===== config.mk =====
export PLATFORM = sky130hd
export DESIGN_NAME = fregfile_sb_flat
export DESIGN_NICKNAME = d
export VERILOG_FILES = /design/src/rtl/fregfile_sb_pkg.sv /design/src/rtl/fregfile_sb_if.sv /design/src/rtl/fregfile_sb_scoreboard.sv /design/src/rtl/fregfile_sb.sv /design/src/flat_wrapper.sv
export SDC_FILE = /design/constraint.sdc
export NUM_CORES = 2
export LEC_CHECK = 0
export ABC_AREA = 1
export CAP_MARGIN = 5
export CORE_MARGIN = 3
export CORE_UTILIZATION = 30
export CTS_BUF_LIST = sky130_fd_sc_hd__clkbuf_4 sky130_fd_sc_hd__clkbuf_8
export CTS_CLUSTER_DIAMETER = 200
export DETAILED_ROUTE_END_ITERATION = 10
export PLACE_DENSITY = 0.46
export SLEW_MARGIN = 0
export SYNTH_ARGS = -nofsm -noshare
export SYNTH_HDL_FRONTEND = slang
export SYNTH_SLANG_ARGS = --single-unit

===== constraint.sdc =====
create_clock -name clk -period 39 [get_ports clk]
set_input_delay 3.9 -clock clk [delete_from_list [all_inputs] [get_ports clk]]
set_output_delay 3.9 -clock clk [all_outputs]
set_load 0.02 [all_outputs]

===== src/rtl/fregfile_sb_pkg.sv =====
// Shared constants for the floating-point register file and its scoreboard.
// The canonical single NaN lives here so the FPU and register file agree on it.
package fp_rf_pkg;

    localparam int SCALE_DEF = 5;
    localparam int WIDTH_DEF = 32;
    localparam int NREAD_DEF = 3;

    localparam int          FLEN_S      = 32;
    localparam logic [31:0] NAN_BOX_HI  = 32'hFFFF_FFFF;
    localparam logic [31:0] CANON_NAN_S = 32'h7FC0_0000;

    // A single-precision value held in a 64-bit register has its upper half all ones.
    function automatic logic [63:0] nanBox(input logic [FLEN_S-1:0] single);
        return {NAN_BOX_HI, single};
    endfunction

endpackage


===== src/rtl/fregfile_sb_if.sv =====
// Read, write and issue signals between the decode/writeback stages and the FP register file.
interface fregfile_sb_if
    import fp_rf_pkg::*;
#(
    parameter int SCALE = SCALE_DEF,
    parameter int WIDTH = WIDTH_DEF,
    parameter int NREAD = NREAD_DEF
) ();

    logic [NREAD*SCALE-1:0] ra;
    logic [NREAD*WIDTH-1:0] rd;
    logic [NREAD-1:0]       rbusy;
    logic                   we;
    logic [SCALE-1:0]       wa;
    logic [WIDTH-1:0]       wd;
    logic                   wsingle;
    logic                   iss_valid;
    logic [SCALE-1:0]       iss_rd;
    logic                   iss_ready;

    modport master (
        output ra, we, wa, wd, wsingle, iss_valid, iss_rd,
        input  rd, rbusy, iss_ready
    );

    modport slave (
        input  ra, we, wa, wd, wsingle, iss_valid, iss_rd,
        output rd, rbusy, iss_ready
    );

endinterface


===== src/rtl/fregfile_sb_scoreboard.sv =====
// Per-register busy bits for in-flight multi-cycle FP operations.
// Drives issue acceptance and the per-read-port hazard flags.
module fp_scoreboard
    import fp_rf_pkg::*;
#(
    parameter int SCALE = SCALE_DEF,
    parameter int NREAD = NREAD_DEF
) (
    input  logic                   clk,
    input  logic                   rst,
    input  logic [NREAD*SCALE-1:0] ra_i,
    input  logic                   we_i,
    input  logic [SCALE-1:0]       wa_i,
    input  logic                   issValid_i,
    input  logic [SCALE-1:0]       issRd_i,
    output logic                   issReady_o,
    output logic [NREAD-1:0]       rbusy_o
);

    localparam int NREG = 2**SCALE;

    logic [NREG-1:0]  busy_q;
    logic [NREG-1:0]  busy_d;
    logic [SCALE-1:0] portAddr;

    // A writeback landing this cycle frees its register, so a WAW issue onto it may proceed.
    assign issReady_o = !busy_q[issRd_i] || (we_i && (wa_i == issRd_i));

    always_comb begin
        busy_d = busy_q;
        if (we_i) begin
            busy_d[wa_i] = 1'b0;
        end
        if (issValid_i && issReady_o) begin
            busy_d[issRd_i] = 1'b1;
        end
    end

    always_comb begin
        rbusy_o  = '0;
        portAddr = '0;
        for (int i = 0; i < NREAD; i++) begin
            portAddr   = ra_i[i*SCALE +: SCALE];
            rbusy_o[i] = busy_q[portAddr] && !(we_i && (wa_i == portAddr));
        end
    end

    always_ff @(posedge clk or posedge rst) begin
        if (rst) begin
            busy_q <= '0;
        end else begin
            busy_q <= busy_d;
        end
    end

endmodule


===== src/rtl/fregfile_sb.sv =====
// Floating-point register file: NREAD combinational read ports, one bypassed write port,
// NaN-boxing of single results in 64-bit mode, and a busy scoreboard for multi-cycle ops.
module fregfile_sb
    import fp_rf_pkg::*;
#(
    parameter int SCALE = SCALE_DEF,
    parameter int WIDTH = WIDTH_DEF,
    parameter int NREAD = NREAD_DEF
) (
    input  logic         clk,
    input  logic         rst,
    fregfile_sb_if.slave bus
);

    localparam int NREG = 2**SCALE;

    logic [WIDTH-1:0] regFile_q [NREG];
    logic [WIDTH-1:0] writeData;
    logic [SCALE-1:0] readAddr;

    // Boxing is applied before both storage and bypass so the two paths always agree.
    generate
        if (WIDTH == 64) begin : g_box
            assign writeData = bus.wsingle ? nanBox(bus.wd[FLEN_S-1:0]) : bus.wd;
        end else begin : g_nobox
            assign writeData = bus.wd;
        end
    endgenerate

    always_comb begin
        bus.rd   = '0;
        readAddr = '0;
        for (int i = 0; i < NREAD; i++) begin
            readAddr = bus.ra[i*SCALE +: SCALE];
            if (bus.we && (bus.wa == readAddr)) begin
                bus.rd[i*WIDTH +: WIDTH] = writeData;
            end else begin
                bus.rd[i*WIDTH +: WIDTH] = regFile_q[readAddr];
            end
        end
    end

    always_ff @(posedge clk or posedge rst) begin
        if (rst) begin
            for (int j = 0; j < NREG; j++) begin
                regFile_q[j] <= '0;
            end
        end else if (bus.we) begin
            regFile_q[bus.wa] <= writeData;
        end
    end

    fp_scoreboard #(
        .SCALE (SCALE),
        .NREAD (NREAD)
    ) u_scoreboard (
        .clk        (clk),
        .rst        (rst),
        .ra_i       (bus.ra),
        .we_i       (bus.we),
        .wa_i       (bus.wa),
        .issValid_i (bus.iss_valid),
        .issRd_i    (bus.iss_rd),
        .issReady_o (bus.iss_ready),
        .rbusy_o    (bus.rbusy)
    );

endmodule


===== src/flat_wrapper.sv =====
// flat-port wrapper written by rule: the top's interface ports become plain ports
module fregfile_sb_flat import fp_rf_pkg::*;
#(
    parameter int SCALE = SCALE_DEF,
    parameter int WIDTH = WIDTH_DEF,
    parameter int NREAD = NREAD_DEF
)
  (clk, rst, bus_ra, bus_we, bus_wa, bus_wd, bus_wsingle, bus_iss_valid, bus_iss_rd, bus_rd, bus_rbusy, bus_iss_ready);
  fregfile_sb_if #(.SCALE(SCALE), .WIDTH(WIDTH), .NREAD(NREAD)) bus_i ();
  input  logic clk;
  input  logic rst;
  input wire logic [$bits(bus_i.ra)-1:0] bus_ra;
  input wire logic [$bits(bus_i.we)-1:0] bus_we;
  input wire logic [$bits(bus_i.wa)-1:0] bus_wa;
  input wire logic [$bits(bus_i.wd)-1:0] bus_wd;
  input wire logic [$bits(bus_i.wsingle)-1:0] bus_wsingle;
  input wire logic [$bits(bus_i.iss_valid)-1:0] bus_iss_valid;
  input wire logic [$bits(bus_i.iss_rd)-1:0] bus_iss_rd;
  output wire logic [$bits(bus_i.rd)-1:0] bus_rd;
  output wire logic [$bits(bus_i.rbusy)-1:0] bus_rbusy;
  output wire logic [$bits(bus_i.iss_ready)-1:0] bus_iss_ready;
  assign bus_i.ra = bus_ra;
  assign bus_i.we = bus_we;
  assign bus_i.wa = bus_wa;
  assign bus_i.wd = bus_wd;
  assign bus_i.wsingle = bus_wsingle;
  assign bus_i.iss_valid = bus_iss_valid;
  assign bus_i.iss_rd = bus_iss_rd;
  assign bus_rd = bus_i.rd;
  assign bus_rbusy = bus_i.rbusy;
  assign bus_iss_ready = bus_i.iss_ready;
  fregfile_sb #(.SCALE(SCALE), .WIDTH(WIDTH), .NREAD(NREAD)) u_core (.clk(clk), .rst(rst), .bus(bus_i));
endmodule

==> reports/metrics.yaml <==
status: "finished clean"
final_common_cell: "nand2_1"
fillers: 25400
finalCritPeriodShare_pct: 34.4
dp_hpwl_um: 194000
drive_above_1_share_pct: 5.84
cts_max_path_buffers: 3
yosysSeqAreaShare_pct: 37.6
htree_levels: 4
grt.total_usage_pct: 30.5
grt_pass1_vias: 76179
grt_antenna_before_repair: 15
routed_wl_um: 376000
cp-start-kind: "primary input"
endpoint_kind: "primary output"
pwr-share-seq_pct: 41.6
crit_type: "in -> out"
seq_area_um2: 26400
switchingPower_w: 0.00137
vdd_drop_max_uv: 27.7
ctsHoldBuffers: 0
cts_root_buffer: "clkbuf_8"
fmax_mhz: 74.4
syn-cell-area_um2: 70200
syn_inst: 11213
fp.dieH_um: 490
final_cells: 14015
setup_viol: 0
drt_iter0_drc: 11944
grt.overflow.total: 0
dieArea_um2: 240000
cts_buffers: 203
routedWlPerCell_um: 26.8
grt_max_degree: 176
cts.sinks: 1056
drv_slew: 0
post_cts_resized: 0
clk_latency_ns: 0.98
total_leakage_power_nw: 35.4
port_buffers: 160
syn_nets: 11275
finalClockSkew_ns: 0.0149
yosysWarningCount: 0
crit_arrival_ns: 9.53
area_growth_pct: 10.3
p_int_w: 0.00230
cts_tree: "yes"
finalSetupTns_ns: 0
drv_cap: 0
fp.dieW_um: 490
ys_types: 27
power.density_nw_per_um2: 47.4
clk_pin_slew_ns: 0.06
sw_frac_of_total_pct: 37.2
core_um2: 231000
grt_pass1_wl_um: 542000
gp_congestion: 0.846
ant_nets: 0
rsz0062_at_grt: "false"
cp_max_fo: 66
via_per_inst: 5.72
num_rows: 176
postCtsSetupRepairBufs: 0
dpl.cell_count: 13643
final_cell_mix: "nand2_1, nand3_1, dfrtp_1, o21ai_0"
dr.pass1.iters: 9
period_needed_ns: 13.43
slew_headroom_pct: 13.2
worstPathRequired_ns: 35.10
start_util_pct: 30.3
nets: 10795
drc: 0
num_io_pins: 162
syn_area_per_cell_um2: 6.26
worst_pin_slew_ns: 1.29
clkPwrFrac_pct: 33.5
timing.final.hold_violations: 0
multi_input_area_um2: 39200
synth-seq-cells: 1056
vias: 80168
comb_power_share_pct: 24.9
hold_path_class: "reg -> reg"
logic make-up after synthesis:
family                    after synthesis  synth area share (%)
and+or+nand+nor                      7819                  46.7
AOI/OAI and AO/OA                    1220                  8.81
buffers and inverters                1116                  6.87
DFF                                  1056                  37.6
xor gates and xnor gates                2                0.0249
final timing paths:
| check | from | endpoint | slack, ns | depth (start not counted) |
|---|---|---|---|---|
| worst max-delay path | bus_ra[0] | bus_rd[22] | 25.57 | 14 |
| worst min-delay path | u_core.u_scoreboard.busy_q[0] | u_core.u_scoreboard.busy_q[0] | 0.51 | 2 |
| worst max register to register | u_core.u_scoreboard.busy_q[0] | u_core.u_scoreboard.busy_q[21] | 37.06 | 11 |
| worst min register to register | u_core.u_scoreboard.busy_q[0] | u_core.u_scoreboard.busy_q[0] | 0.51 | 2 |
| max in group asynchronous | rst | u_core.regFile_q[595] | 32.55 | 5 |
| min in group asynchronous | rst | u_core.regFile_q[291] | 3.38 | 2 |
layer usage:
layer | GRT usage [%] | share of wire, % | wire [µm] | up-vias
met4 | 15.3 | 5.3 | 20000 | 4
met3 | 6.70 | 10 | 39300 | 1014
met5 | 0 | 0.015 | 57 | -
met2 | 47.5 | 44 | 164000 | 5022
li1 | - | - | - | 35825
met1 | 39.9 | 41 | 153000 | 38303
power by group through the flow:
stage / registers [W] / clock network (W) / logic, W
after global routing: 0.00156 / 0.00130 / 0.00103
after floorplan: 0.00148 / 0 / 0.000637
after global placement: 0.00152 / 0 / 0.000893
after detailed placement: 0.00153 / 0 / 0.000903
final: 0.00153 / 0.00123 / 0.000915
after CTS: 0.00152 / 0.00125 / 0.000905
per-stage QoR:
stage / hold WS, ns / total power, W / util, % / setup WS [ns] / area, µm²
6_report: 0.512 / 0.00367 / 33.5 / 25.57 / 77500
5_1_grt: 0.540 / 0.00389 / 33.5 / 25.56 / 77500
4_1_cts: 0.494 / 0.00367 / 33.5 / 25.79 / 77400
3_5_place_dp: 0.477 / 0.00244 / 31.6 / 25.83 / 73000
3_3_place_gp: 0.475 / 0.00242 / 31.6 / 25.78 / 73000
2_1_floorplan: 0.449 / 0.00212 / - / 5.38 / 70200
synth_stat cells:
| master | count | area share [%] |
|---|---|---|
| a211oi_1 | 1 | 0.011 |
| a21oi_1 | 62 | 0.44 |
| buf_1 | 103 | 0.55 |
| buf_2 | 413 | 2.9 |
| buf_4 | 27 | 0.29 |
| buf_6 | 2 | 0.032 |
| clkbuf_1 | 481 | 2.6 |
| clkinv_1 | 3 | 0.016 |
| dfrtp_1 | 1056 | 38 |
| inv_1 | 66 | 0.35 |
| inv_2 | 21 | 0.11 |
| nand2_1 | 5051 | 27 |
| nand2_2 | 1 | 0.0089 |
| nand3_1 | 2649 | 19 |
| nand3_2 | 2 | 0.029 |
| nand4_1 | 2 | 0.018 |
| nor2_1 | 88 | 0.47 |
| nor2_2 | 5 | 0.045 |
| nor2_4 | 3 | 0.048 |
| nor3_1 | 10 | 0.071 |
| nor3_2 | 8 | 0.11 |
| o211ai_1 | 21 | 0.22 |
| o21ai_0 | 856 | 6.1 |
| o21ai_1 | 263 | 1.9 |
| o22ai_1 | 14 | 0.12 |
| o31ai_1 | 3 | 0.032 |
| xor2_1 | 2 | 0.025 |
registers in the layout, summed over array words and instances (netlist names):
signal / cells
u_core.regFile_q: 1024
u_core.u_scoreboard.busy_q: 32
area by class of cell:
cell class	count	share of cell area (%)
Antenna cell	10	0.0323
Clock buffer	326	5.28
Clock inverter	36	0.404
Inverter	90	0.557
Multi-Input combinational cell	9041	50.6
Sequential cell	1056	34.1
Tap cell	3115	5.03
Timing Repair Buffer	341	3.96
worst max-delay path, stage by stage:
cell             delay, ns
buf_8                 0.39
buf_4                 0.70
buf_4                 0.59
buf_4                 0.86
buf_4                 0.78
nand2_1               0.12
nand3_1               0.12
nand3_1               0.08
nand2_1               0.11
nand2_1               0.07
nand3_1               0.13
nand3_1               0.24
o21ai_1               0.44
clkdlybuf4s50_1       0.72
Power figures use the tool's default switching activity.
